<file path="config.mk">
export PLATFORM = sky130hd
export DESIGN_NAME = vector_mem_sequencer_flat
export DESIGN_NICKNAME = d
export VERILOG_FILES = /design/src/rtl/vector_mem_sequencer_pkg.sv /design/src/rtl/vector_mem_sequencer_if.sv /design/src/rtl/vector_mem_sequencer.sv /design/src/flat_wrapper.sv
export SDC_FILE = /design/constraint.sdc
export NUM_CORES = 1
export LEC_CHECK = 0
export BUFFER_PORTS_ARGS = -buffer_cell sky130_fd_sc_hd__buf_4
export CORE_MARGIN = 8
export CORE_UTILIZATION = 25
export DETAILED_ROUTE_END_ITERATION = 6
export GPL_ROUTABILITY_DRIVEN = 1
export PLACE_DENSITY = 0.45
export SYNTH_ARGS = -nofsm -noshare
export SYNTH_HDL_FRONTEND = slang
export SYNTH_SLANG_ARGS = --single-unit
</file>
<file path="constraint.sdc">
create_clock -name clk -period 5.8 [get_ports clk]
set_clock_uncertainty 0.1 [all_clocks]
set_input_delay 1.16 -clock clk [delete_from_list [all_inputs] [get_ports clk]]
set_output_delay 1.16 -clock clk [all_outputs]
set_load 0.01 [all_outputs]
</file>
<file path="src/rtl/vector_mem_sequencer_pkg.sv">
// Shared definitions for the vector memory sequencer.
//   - default geometry constants (lanes, element width, address width, rd width)
//   - sequencer state encoding vmem_state_t
//   - vec_t: one full vector as a packed lane array
package vmem_pkg;

    localparam int unsigned VMEM_LANES  = 16;
    localparam int unsigned VMEM_ELEM_W = 16;
    localparam int unsigned VMEM_ADDR_W = 19;
    localparam int unsigned VMEM_RD_W   = 5;

    typedef enum logic [2:0] {
        IDLE  = 3'd0,
        WRITE = 3'd1,
        READ  = 3'd2,
        DRAIN = 3'd3,
        DONE  = 3'd4
    } vmem_state_t;

    typedef logic [VMEM_LANES-1:0][VMEM_ELEM_W-1:0] vec_t;

endpackage

</file>
<file path="src/rtl/vector_mem_sequencer_if.sv">
// Bus bundle between the MEM stage, the data RAM and the vector sequencer.
//   Pipeline side : start_read, start_write, base_addr, wdata_vec, rd_in (to sequencer)
//                   stall, done, rdata_vec, rd_out, err (from sequencer)
//   RAM side      : ram_q (to sequencer); ram_addr, ram_wdata, ram_wren (from sequencer)
// modport slave  : the sequencer
// modport master : the pipeline/RAM environment
interface vector_mem_sequencer_if #(
    parameter int unsigned LANES  = vmem_pkg::VMEM_LANES,
    parameter int unsigned ELEM_W = vmem_pkg::VMEM_ELEM_W,
    parameter int unsigned ADDR_W = vmem_pkg::VMEM_ADDR_W,
    parameter int unsigned RD_W   = vmem_pkg::VMEM_RD_W
);

    logic                               start_read;
    logic                               start_write;
    logic [ADDR_W-1:0]                  base_addr;
    logic [LANES-1:0][ELEM_W-1:0]       wdata_vec;
    logic [RD_W-1:0]                    rd_in;
    logic [ELEM_W-1:0]                  ram_q;

    logic [ADDR_W-1:0]                  ram_addr;
    logic [ELEM_W-1:0]                  ram_wdata;
    logic                               ram_wren;
    logic                               stall;
    logic                               done;
    logic [LANES-1:0][ELEM_W-1:0]       rdata_vec;
    logic [RD_W-1:0]                    rd_out;
    logic                               err;

    modport slave (
        input  start_read, start_write, base_addr, wdata_vec, rd_in, ram_q,
        output ram_addr, ram_wdata, ram_wren, stall, done, rdata_vec, rd_out, err
    );

    modport master (
        output start_read, start_write, base_addr, wdata_vec, rd_in, ram_q,
        input  ram_addr, ram_wdata, ram_wren, stall, done, rdata_vec, rd_out, err
    );

endinterface

</file>
<file path="src/rtl/vector_mem_sequencer.sv">
// Vector load/store sequencer for the MEM stage.
// Serialises a LANES-wide vector store into consecutive RAM writes, or gathers
// LANES consecutive RAM words into a vector, holding the pipeline stalled for
// the whole transfer and pulsing done for one cycle at the end.
//   clk : core clock (RAM shares it)
//   rst : asynchronous active-low reset
//   bus : vector_mem_sequencer_if.slave (start/data in, RAM port, stall/done/err out)
module vector_mem_sequencer
    import vmem_pkg::*;
#(
    parameter int unsigned LANES  = VMEM_LANES,
    parameter int unsigned ELEM_W = VMEM_ELEM_W,
    parameter int unsigned ADDR_W = VMEM_ADDR_W,
    parameter int unsigned RD_W   = VMEM_RD_W
) (
    input  logic                     clk,
    input  logic                     rst,
    vector_mem_sequencer_if.slave    bus
);

    localparam int unsigned        LANE_W    = (LANES > 1) ? $clog2(LANES) : 1;
    localparam logic [LANE_W-1:0]  LAST_LANE = LANE_W'(LANES - 1);

    vmem_state_t                   r_state;
    logic [LANE_W-1:0]             r_lane;
    logic [LANE_W-1:0]             r_tag;
    logic                          r_cap;
    logic [ADDR_W-1:0]             r_base;
    logic [LANES-1:0][ELEM_W-1:0]  r_wvec;
    logic [RD_W-1:0]               r_rd;
    logic [ADDR_W-1:0]             r_addr;
    logic [ELEM_W-1:0]             r_wdata;
    logic                          r_wren;
    logic [LANES-1:0][ELEM_W-1:0]  r_rdata;
    logic [RD_W-1:0]               r_rd_out;

    logic                          w_any_start;
    logic                          w_accept;
    logic                          w_last;
    logic [LANE_W-1:0]             w_next_lane;
    logic [ADDR_W-1:0]             w_next_addr;

    always_comb begin
        w_any_start = bus.start_read | bus.start_write;
        // Gated by rst so stall/err stay low while reset is asserted.
        w_accept    = rst && (r_state == IDLE) && w_any_start;
        w_last      = (r_lane == LAST_LANE);
        w_next_lane = r_lane + LANE_W'(1);
        // Modulo 2^ADDR_W: the sum is truncated to the RAM address width.
        w_next_addr = r_base + ADDR_W'(w_next_lane);
    end

    assign bus.stall     = w_accept || (r_state == WRITE) || (r_state == READ) || (r_state == DRAIN);
    assign bus.done      = (r_state == DONE);
    assign bus.err       = w_accept && bus.start_read && bus.start_write;
    assign bus.ram_addr  = r_addr;
    assign bus.ram_wdata = r_wdata;
    assign bus.ram_wren  = r_wren;
    assign bus.rdata_vec = r_rdata;
    assign bus.rd_out    = r_rd_out;

    // RAM-facing outputs are registered one lane ahead: the accept cycle loads
    // lane 0, and each WRITE/READ cycle loads the next lane, so lane k is on
    // the RAM port in cycle k+1 and the port holds its value afterwards.
    always_ff @(posedge clk or negedge rst) begin
        if (!rst) begin
            r_state  <= IDLE;
            r_lane   <= '0;
            r_tag    <= '0;
            r_cap    <= 1'b0;
            r_base   <= '0;
            r_wvec   <= '0;
            r_rd     <= '0;
            r_addr   <= '0;
            r_wdata  <= '0;
            r_wren   <= 1'b0;
            r_rdata  <= '0;
            r_rd_out <= '0;
        end else begin
            r_cap <= 1'b0;
            // RAM read data arrives one cycle after its address; r_tag is the
            // lane that address belonged to.
            if (r_cap) begin
                r_rdata[r_tag] <= bus.ram_q;
            end

            case (r_state)
                IDLE: begin
                    if (w_any_start) begin
                        r_base <= bus.base_addr;
                        r_wvec <= bus.wdata_vec;
                        r_rd   <= bus.rd_in;
                        r_lane <= '0;
                        r_addr <= bus.base_addr;
                        r_wren <= bus.start_write;
                        if (bus.start_write) begin
                            r_wdata <= bus.wdata_vec[0];
                            r_state <= WRITE;
                        end else begin
                            r_state <= READ;
                        end
                    end
                end

                WRITE, READ: begin
                    if (r_state == READ) begin
                        r_cap <= 1'b1;
                        r_tag <= r_lane;
                    end
                    if (w_last) begin
                        r_wren  <= 1'b0;
                        r_state <= (r_state == WRITE) ? DONE : DRAIN;
                    end else begin
                        r_lane <= w_next_lane;
                        r_addr <= w_next_addr;
                        if (r_state == WRITE) begin
                            r_wdata <= r_wvec[w_next_lane];
                        end
                    end
                end

                DRAIN: begin
                    r_rd_out <= r_rd;
                    r_state  <= DONE;
                end

                DONE: begin
                    r_state <= IDLE;
                end

                default: begin
                    r_state <= IDLE;
                end
            endcase
        end
    end

endmodule

</file>
<file path="src/flat_wrapper.sv">
// flat-port wrapper written by rule: the top's interface ports become plain ports
module vector_mem_sequencer_flat import vmem_pkg::*;
#(
    parameter int unsigned LANES  = VMEM_LANES,
    parameter int unsigned ELEM_W = VMEM_ELEM_W,
    parameter int unsigned ADDR_W = VMEM_ADDR_W,
    parameter int unsigned RD_W   = VMEM_RD_W
)
  (clk, rst, bus_start_read, bus_start_write, bus_base_addr, bus_wdata_vec, bus_rd_in, bus_ram_q, bus_ram_addr, bus_ram_wdata, bus_ram_wren, bus_stall, bus_done, bus_rdata_vec, bus_rd_out, bus_err);
  vector_mem_sequencer_if #(.LANES(LANES), .ELEM_W(ELEM_W), .ADDR_W(ADDR_W), .RD_W(RD_W)) bus_i ();
  input  logic clk;
  input  logic rst;
  input wire logic [$bits(bus_i.start_read)-1:0] bus_start_read;
  input wire logic [$bits(bus_i.start_write)-1:0] bus_start_write;
  input wire logic [$bits(bus_i.base_addr)-1:0] bus_base_addr;
  input wire logic [$bits(bus_i.wdata_vec)-1:0] bus_wdata_vec;
  input wire logic [$bits(bus_i.rd_in)-1:0] bus_rd_in;
  input wire logic [$bits(bus_i.ram_q)-1:0] bus_ram_q;
  output wire logic [$bits(bus_i.ram_addr)-1:0] bus_ram_addr;
  output wire logic [$bits(bus_i.ram_wdata)-1:0] bus_ram_wdata;
  output wire logic [$bits(bus_i.ram_wren)-1:0] bus_ram_wren;
  output wire logic [$bits(bus_i.stall)-1:0] bus_stall;
  output wire logic [$bits(bus_i.done)-1:0] bus_done;
  output wire logic [$bits(bus_i.rdata_vec)-1:0] bus_rdata_vec;
  output wire logic [$bits(bus_i.rd_out)-1:0] bus_rd_out;
  output wire logic [$bits(bus_i.err)-1:0] bus_err;
  assign bus_i.start_read = bus_start_read;
  assign bus_i.start_write = bus_start_write;
  assign bus_i.base_addr = bus_base_addr;
  assign bus_i.wdata_vec = bus_wdata_vec;
  assign bus_i.rd_in = bus_rd_in;
  assign bus_i.ram_q = bus_ram_q;
  assign bus_ram_addr = bus_i.ram_addr;
  assign bus_ram_wdata = bus_i.ram_wdata;
  assign bus_ram_wren = bus_i.ram_wren;
  assign bus_stall = bus_i.stall;
  assign bus_done = bus_i.done;
  assign bus_rdata_vec = bus_i.rdata_vec;
  assign bus_rd_out = bus_i.rd_out;
  assign bus_err = bus_i.err;
  vector_mem_sequencer #(.LANES(LANES), .ELEM_W(ELEM_W), .ADDR_W(ADDR_W), .RD_W(RD_W)) u_core (.clk(clk), .rst(rst), .bus(bus_i));
endmodule
</file>
==> metrics.cfg, run 1 <==
[global_routing]
grt_max_degree = 141
grt_usage_pct = 16.5
grt_pass1_wl_um = 132000
antenna_found_initial = 28
grt_pass1_vias = 17981
gr-total-overflow = 0

[critical_path]
critPathMaxStageDelay_ns = 1.00
critPathCaptureType = register
crit_fanout = 41
slowest_stage = dfrtp_4
criticalPathCategory = register to register
crit_required_ns = 6.19
crit_chain = buf_4 > nand3b_1 > a41oi_2 > nor2b_1 > a221oi_1 > a21oi_1
cp-start-kind = register
cp.arrival_ns = 4.07

[clocking]
cts_buffers = 72
cts_tree = done
htree_levels = 3
clkSinkCount = 589
clock_latency_ns = 0.63
ctsHoldBuffers = 0
path_clk_slew_ns = 0.06
post_cts_resized = 0
cts_buffer_depth = 3
post_cts_buffers = 0
cts_root_buffer = clkbuf_16

[sta]
rsz0062_at_grt = no
maxSlewViolCount = 0
whs_ns = 0.384
fin_crit_sh_pct = 63.4
fin_ws_ns = 2.12
finalHoldViolCount = 0
fmax_ghz = 0.272
fin_setup_tns_ns = 0
relSlewSlack_pct = 23.5
max_slew.worst_pin.slew_ns = 1.15
min_period_ns = 3.68
setup_viol = 0

[routing]
first_pass_iters = 5
drc_errors = 0
routedWlPerCell_um = 25.9
routed_wl_um = 92400
routed_via_density = 4.58
drt_iter0_markers = 698
num_vias = 16332
antenna_left = 0

[yosys]
syn_area_um2 = 24800
syn-num-nets = 1931
synth_cell_types = 59
synth_ff_type = dfrtp_1
yosysSeqAreaShare_pct = 59.5
synthCells = 1625
synth-edff-count = 0
synth-seq-cells = 589
synthArstFlopShare_pct = 100
postSynthAreaPerCell_um2 = 15.3
yosysWarningCount = 0

[place]
gp_congestion = 0.789
place_ws_ns = 2.06
io_buffers = 599
dpl.hpwl_um = 69500

[floorplanning]
start_util_pct = 25.2
die_w_um = 331
placeableCoreArea_um2 = 98300
dieArea_um2 = 109000
fp.dieH_um = 331
num_io_pins = 600
std_cell_rows = 115

[hold_path]
worstHoldPathType = register to register

[power]
pwr-share-comb_pct = 37.0
pwr-share-seq_pct = 37.7
p_switching_w = 0.00622
p_int_w = 0.0120
switching_share_pct = 34.0
power.density_nw_per_um2 = 551
clockPowerShare_pct = 25.3
peakVddDrop_mv = 0.284
p_total_w = 0.0183
p_leak_nw = 15.0

[finish]
seq_area_um2 = 14700
mostFrequentLayoutCell = buf_4
final_layout_size_suffix_gt1_share_pct = 59.7
final_net_count = 2518
multi_input_area_um2 = 9590
fill_cells = 9710
area_growth_pct = 33.6
layout_common_cells = 612 x buf_4, 588 x dfrtp_1, 533 x mux2_2, 73 x clkbuf_16, 64 x mux4_2

[job]
cap_violations = 0

[run_status]
status = finished clean

-- stage by stage --
step | util, % | instances | instance area [µm²]
finish | 33.7 | 3563 | 33100
global route | 33.7 | 3558 | 33100
CTS | 33.7 | 3555 | 33100
detailed placement | 31.2 | 3425 | 30700
global placement | 31.2 | 3425 | 30700
floorplan | - | 1625 | 24800
-- path summary, 6_finish.rpt --
kind | start | endpoint | slack [ns] | cells past startpoint
worst max-delay path | u_core.r_lane[0] | u_core.bus.ram_wdata[13] | 2.12 | 6
worst min-delay path | u_core.bus.ram_addr[3] | u_core.bus.ram_addr[3] | 0.38 | 2
worst max register to register | u_core.r_lane[0] | u_core.bus.ram_wdata[13] | 2.12 | 6
worst min register to register | u_core.bus.ram_addr[3] | u_core.bus.ram_addr[3] | 0.38 | 2
max in group asynchronous | rst | u_core.bus.rdata_vec[185] | 3.12 | 3
min in group asynchronous | rst | u_core.bus.rdata_vec[241] | 0.41 | 1
-- state kept, by name, indices dropped and copies added (netlist names) --
signal and cells:
u_core.bus.rdata_vec 256, u_core.r_wvec 256, u_core.bus.ram_addr 19, u_core.r_base 19, u_core.bus.ram_wdata 16, u_core.bus.rd_out 5
u_core.r_rd 5, u_core.r_lane 4, u_core.r_tag 4, u_core.r_state 3, u_core.bus.ram_wren 1, u_core.r_cap 1
-- area by class of cell --
class / instances / area share [%]
Antenna cell: 8 / 0.0605
Multi-Input combinational cell: 925 / 29.0
Clock buffer: 108 / 6.52
Sequential cell: 589 / 44.5
Inverter: 7 / 0.0794
Timing Repair Buffer: 617 / 14.2
Clock inverter: 22 / 0.820
Tap cell: 1287 / 4.86
-- logic make-up (layout without fill, tap and decap cells) --
family	Yosys count	in the layout	share of synthesized area, %
fa+ha+maj	6	6	0.333
xor+xnor	13	13	0.459
compound gates	117	117	3.19
mux	611	611	30.6
buf+inv	111	754	2.07
flops	589	589	59.5
simple gates	178	178	3.85
other cells	0	8	0
-- layer usage --
layer  GRT usage (%)  vias to the layer above  routed length [µm]
met4            5.59                       34                2880
met5               0                        -                 218
met3            6.12                      155                8080
li1                -                     7108                   -
met1            19.3                     8488               36500
met2            27.7                      547               44700
-- Yosys cell counts (8+ instances only) --
master    count  area share, %
nand2_1      31           0.47
nor2_1       44           0.67
mux4_2       64            5.8
mux2_2      533             24
clkbuf_1     48           0.73
dfrtp_1     589             59
nor2b_1      36           0.91
a221oi_1     15           0.53
or3_1        18           0.45
a21oi_1      23           0.46
o21ai_0      38           0.77
xor2_1        8           0.28
mux2_1        9           0.41
buf_2        48           0.97
nand3_1       9           0.18
nor3_1        8           0.16
-- critical path: cells and delay by family, from the launching register on --
kind	cells	cell delay, ns
flops	1	1.00
buf+inv	1	0.68
simple gates	2	0.34
compound gates	3	1.32
-- power groups by stage --
stage                     Sequential [W]  Clock, W  Combinational [W]
after floorplan                  0.00656         0            0.00427
after global placement           0.00697         0            0.00681
after detailed placement         0.00699         0            0.00692
after CTS                        0.00692   0.00480            0.00694
after global routing             0.00709   0.00497            0.00729
final                            0.00688   0.00461            0.00676
Note: power is estimated with default switching activity, not from simulation.
==> run 2: changes to the inputs <==
- PLACE_DENSITY: 0.45 -> 0.47
- clock period: 5.8 -> 3.05 ns (I/O delays scaled with it)
==> run 2 against run 1 <==
  * Count of clock-buffer cells in the layout fell by 4
  * Sequential power rose by 83%
  * Hold slack got worse by 0.28 ns
  * Non-clock buffer count rose by 26
  * Via count fell by 0.59%
  * Combinational power rose by 97%
  * Utilization rose by 0.087 points
  * Register-to-register slack got worse by 1.8 ns
  * First-iteration DRC count fell by 3.6%
  * Routed wire length fell by 4.6%
  * Final cell count rose by 0.62%
  * Die area did not move
==> metrics.cfg, run 2 (synthesis results as in run 1) <==
[power]
peakVddDrop_mv = 0.828
power.density_nw_per_um2 = 1030
p_leak_nw = 15.1

[routing]
drc_errors = 0
routedWlPerCell_um = 24.6
antenna_left = 0
routed_via_density = 4.53
first_pass_iters = 5
drt_iter0_markers = 673
routed_wl_um = 88100
num_vias = 16236

[sta]
maxSlewViolCount = 0
finalHoldViolCount = 0
fin_setup_tns_ns = 0
setup_viol = 0
fmax_ghz = 0.352
max_slew.worst_pin.slew_ns = 0.993
relSlewSlack_pct = 33.8
fin_crit_sh_pct = 93.1
min_period_ns = 2.84
rsz0062_at_grt = no

[global_routing]
gr-total-overflow = 0
grt_usage_pct = 15.7
antenna_found_initial = 25
grt_pass1_vias = 17844
grt_pass1_wl_um = 126000
grt_max_degree = 137

[clocking]
post_cts_buffers = 0
clock_latency_ns = 0.63
htree_levels = 3
cts_root_buffer = clkbuf_16
cts_tree = done
clkSinkCount = 589
post_cts_resized = 0
cts_buffer_depth = 3
cts_buffers = 72
path_clk_slew_ns = 0.06

[critical_path]
critPathCaptureType = output pin
cp.arrival_ns = 2.13
cp-start-kind = register
crit_required_ns = 2.34
crit_fanout = 15
criticalPathCategory = register to output pin

[finish]
mostFrequentLayoutCell = buf_4
area_growth_pct = 33.9
final_net_count = 2544
final_layout_size_suffix_gt1_share_pct = 59.6
layout_common_cells = 630 x buf_4, 588 x dfrtp_1, 533 x mux2_2, 73 x clkbuf_16, 64 x mux4_2
fill_cells = 9709
fin_util_pct = 33.8

[floorplanning]
fp.dieH_um = 331
placeableCoreArea_um2 = 98300
dieArea_um2 = 109000
num_io_pins = 600
std_cell_rows = 115
die_w_um = 331
start_util_pct = 25.2

[job]
cap_violations = 0

[place]
gp_congestion = 0.788
io_buffers = 599
dpl.hpwl_um = 66600

[run_status]
status = finished clean

[hold_path]
worstHoldPathType = input pin to register

## run 2: what timing repair did
action,4_1_cts,5_1_grt
hold buffers,1,0
setup endpoints to repair,0,0
endpoints found under the hold margin,26,0
## run 2: layout make-up
type,instances,area [µm²],area share [%]
antenna,9,22.5,0.0679
clock buffer,104,2010,6.07
clock inverter,21,216,0.652
inverter,7,26.3,0.0792
multi-input combinational,925,9590,28.9
sequential,589,14700,44.4
tap,1287,1610,4.85
timing repair buffer,643,4970,15.0
## run 2: path summary, 6_finish.rpt
check / slack (ns) / from / cells after the start / end
max: 0.21 / u_core.r_state[2] / 4 / bus_stall
min: 0.1 / bus_wdata_vec[222] / 2 / u_core.r_wvec[222]
max reg2reg: 0.30 / u_core.r_lane[0] / 8 / u_core.bus.ram_addr[14]
min in group asynchronous: 0.39 / rst / 2 / u_core.r_lane[1]
max in group asynchronous: 1.23 / rst / 4 / u_core.r_wvec[132]
min reg2reg: 0.39 / u_core.bus.ram_addr[3] / 2 / u_core.bus.ram_addr[3]
## run 2: power breakdown
part	internal, W	switching (W)
logic	0.00700	0.00630
registers	0.0108	0.00181
clock network	0.00465	0.00351
total	0.0224	0.0116
## run 2: metal layers
metal | GRT usage (%) | part of all wire, %
met1 | 19.0 | 41
met2 | 25.6 | 47
met3 | 5.78 | 9.0
met4 | 5.63 | 3.1
met5 | 0 | 0.14
## run 2: critical path, stage by stage (launching register included)
cell and delay (ns):
dfrtp_1 0.60, nor4_4 0.53, nand2_1 0.11, o21ai_0 0.09
buf_4 0.18
## run 2: stage by stage
| stage | hold WS, ns | worst slack, ns | instances | instance area (µm²) | power (W) |
|---|---|---|---|---|---|
| 2_1_floorplan | 0.214 | 0.0253 | 1625 | 24800 | 0.0206 |
| 3_3_place_gp | 0.368 | 0.350 | 3450 | 30900 | 0.0261 |
| 3_5_place_dp | 0.371 | 0.339 | 3450 | 30900 | 0.0264 |
| 4_1_cts | 0.0337 | 0.132 | 3576 | 33200 | 0.0348 |
| 5_1_grt | 0.0560 | 0.0762 | 3579 | 33200 | 0.0362 |
| 6_report | 0.0999 | 0.210 | 3585 | 33200 | 0.0341 |
==> run 3: changes to the inputs <==
- PLACE_DENSITY: 0.47 -> default
- PLACE_DENSITY_LB_ADDON: default -> 0.3
==> run 3 against run 2 <==
  * Register-to-register slack got worse by 0.10 ns
  * Highest routed layer unchanged
  * Global-route usage fell by 0.37 points
  * Critical path type is now register to register
  * Fmax fell by 0.44%
  * Sequential share of layout area shrank 0.25 points
  * Flip-flop and latch count is the same
  * Critical path depth is 5 higher
  * Sequential power is essentially flat
  * Combinational power about the same
  * Largest cell class unchanged
==> metrics.cfg, run 3 (synthesis results as in run 1) <==
[global_routing]
grt_max_degree = 163
grt_pass1_vias = 17800
grt_pass1_wl_um = 125000
gr-total-overflow = 0
grt_usage_pct = 15.3
antenna_found_initial = 27

[routing]
first_pass_iters = 7
num_vias = 16394
routed_via_density = 4.55
drc_errors = 0
routed_wl_um = 86600
drt_iter0_markers = 768
antenna_left = 0
routedWlPerCell_um = 24.0

[sta]
maxSlewViolCount = 0
fmax_ghz = 0.351
relSlewSlack_pct = 32.2
whs_ns = 0.106
fin_ws_ns = 0.198
setup_viol = 0
finalHoldViolCount = 0
fin_setup_tns_ns = 0
max_slew.worst_pin.slew_ns = 1.02
fin_crit_sh_pct = 93.5
rsz0062_at_grt = no
min_period_ns = 2.85

[floorplanning]
fp.dieH_um = 331
dieArea_um2 = 109000
die_w_um = 331
num_io_pins = 600
start_util_pct = 25.2
std_cell_rows = 115
placeableCoreArea_um2 = 98300

[clocking]
cts_buffers = 71
cts_tree = done
path_clk_slew_ns = 0.07
cts_buffer_depth = 3
ctsHoldBuffers = 1
cts_root_buffer = clkbuf_16
clkSinkCount = 589
post_cts_resized = 0
clock_latency_ns = 0.63
htree_levels = 3
post_cts_buffers = 0

[finish]
final_net_count = 2545
fin_util_pct = 34.0
area_growth_pct = 34.7
layout_common_cells = 633 x buf_4, 588 x dfrtp_1, 533 x mux2_2, 72 x clkbuf_16, 64 x mux4_2
mostFrequentLayoutCell = buf_4
fill_cells = 9642
stdcell_count = 3602
final_layout_size_suffix_gt1_share_pct = 60.0

[place]
dp.cells = 3452
gp_congestion = 0.794
dpl.hpwl_um = 65400
place_ws_ns = 0.212
io_buffers = 599

[critical_path]
reg2reg_slack_ns = 0.20
reg2reg_from = u_core.r_lane[0]
critPathCaptureType = register
rr_worst_depth = 9
crit_required_ns = 3.52
crit_end = u_core.bus.ram_addr[14]
cp-start-kind = register
r2r-end = u_core.bus.ram_addr[14]
cp-startpoint = u_core.r_lane[0]
crit_fanout = 11
cp.arrival_ns = 3.32
criticalPathCategory = register to register

[power]
switching_share_pct = 33.9
p_int_w = 0.0228
p_leak_nw = 15.1
peakVddDrop_mv = 0.761
clockPowerShare_pct = 24.8
pwr-share-comb_pct = 38.5
power.density_nw_per_um2 = 1040
p_switching_w = 0.0117
pwr-share-seq_pct = 36.7

[hold_path]
worstHoldPathType = input pin to register

[run_status]
status = finished clean

[job]
cap_violations = 0

[run 3: critical path: stages (launching register included)]
cell and delay (ns):
dfrtp_4 0.52, ha_4 0.23, xor2_1 0.17, ha_1 0.37, a211oi_1 0.10, buf_4 0.16
or2_1 0.33, or4_4 0.45, a311oi_2 0.25, a21o_1 0.11
[run 3: worst min-delay path by stage]
stage                           startpoint                      to  slack [ns]  depth (start not counted)
global route            bus_wdata_vec[217]      u_core.r_wvec[217]        0.05                          2
floorplan                              rst  u_core.bus.ram_addr[0]        0.21                          0
finish                  bus_wdata_vec[222]      u_core.r_wvec[222]        0.11                          2
detailed placement      u_core.r_wvec[217]      u_core.r_wvec[217]        0.37                          1
CTS                     bus_wdata_vec[222]      u_core.r_wvec[222]        0.03                          2
global placement    u_core.bus.ram_addr[8]  u_core.bus.ram_addr[8]        0.37                          2
[run 3: power groups by stage]
stage          Sequential, W  Combinational, W  Clock, W
6_report              0.0127            0.0133   0.00856
5_1_grt               0.0131            0.0144   0.00918
4_1_cts               0.0127            0.0137   0.00886
3_5_place_dp          0.0128            0.0136         0
3_3_place_gp          0.0127            0.0134         0
2_1_floorplan         0.0125           0.00812         0
[run 3: cell type report]
class	count	area, µm²	share of cell area [%]
sequential	589	14700	44.2
multi-input combinational	925	9590	28.7
timing repair buffer	645	4980	14.9
clock buffer	105	2070	6.19
tap	1287	1610	4.82
clock inverter	25	325	0.974
antenna	19	47.5	0.142
inverter	7	26.3	0.0787
[run 3: stage by stage]
stage | area, µm² | total power [W]
2_1_floorplan | 24800 | 0.0206
3_3_place_gp | 30900 | 0.0261
3_5_place_dp | 30900 | 0.0264
4_1_cts | 33300 | 0.0352
5_1_grt | 33300 | 0.0366
6_report | 33400 | 0.0346
[run 3: layer usage]
metal | GRT usage (%) | vias up | wire length, µm
met5 | 0 | - | 110
met4 | 5.62 | 18 | 2970
met3 | 6.72 | 144 | 8860
met2 | 24.3 | 576 | 39900
met1 | 18.5 | 8481 | 34800
li1 | - | 7175 | -
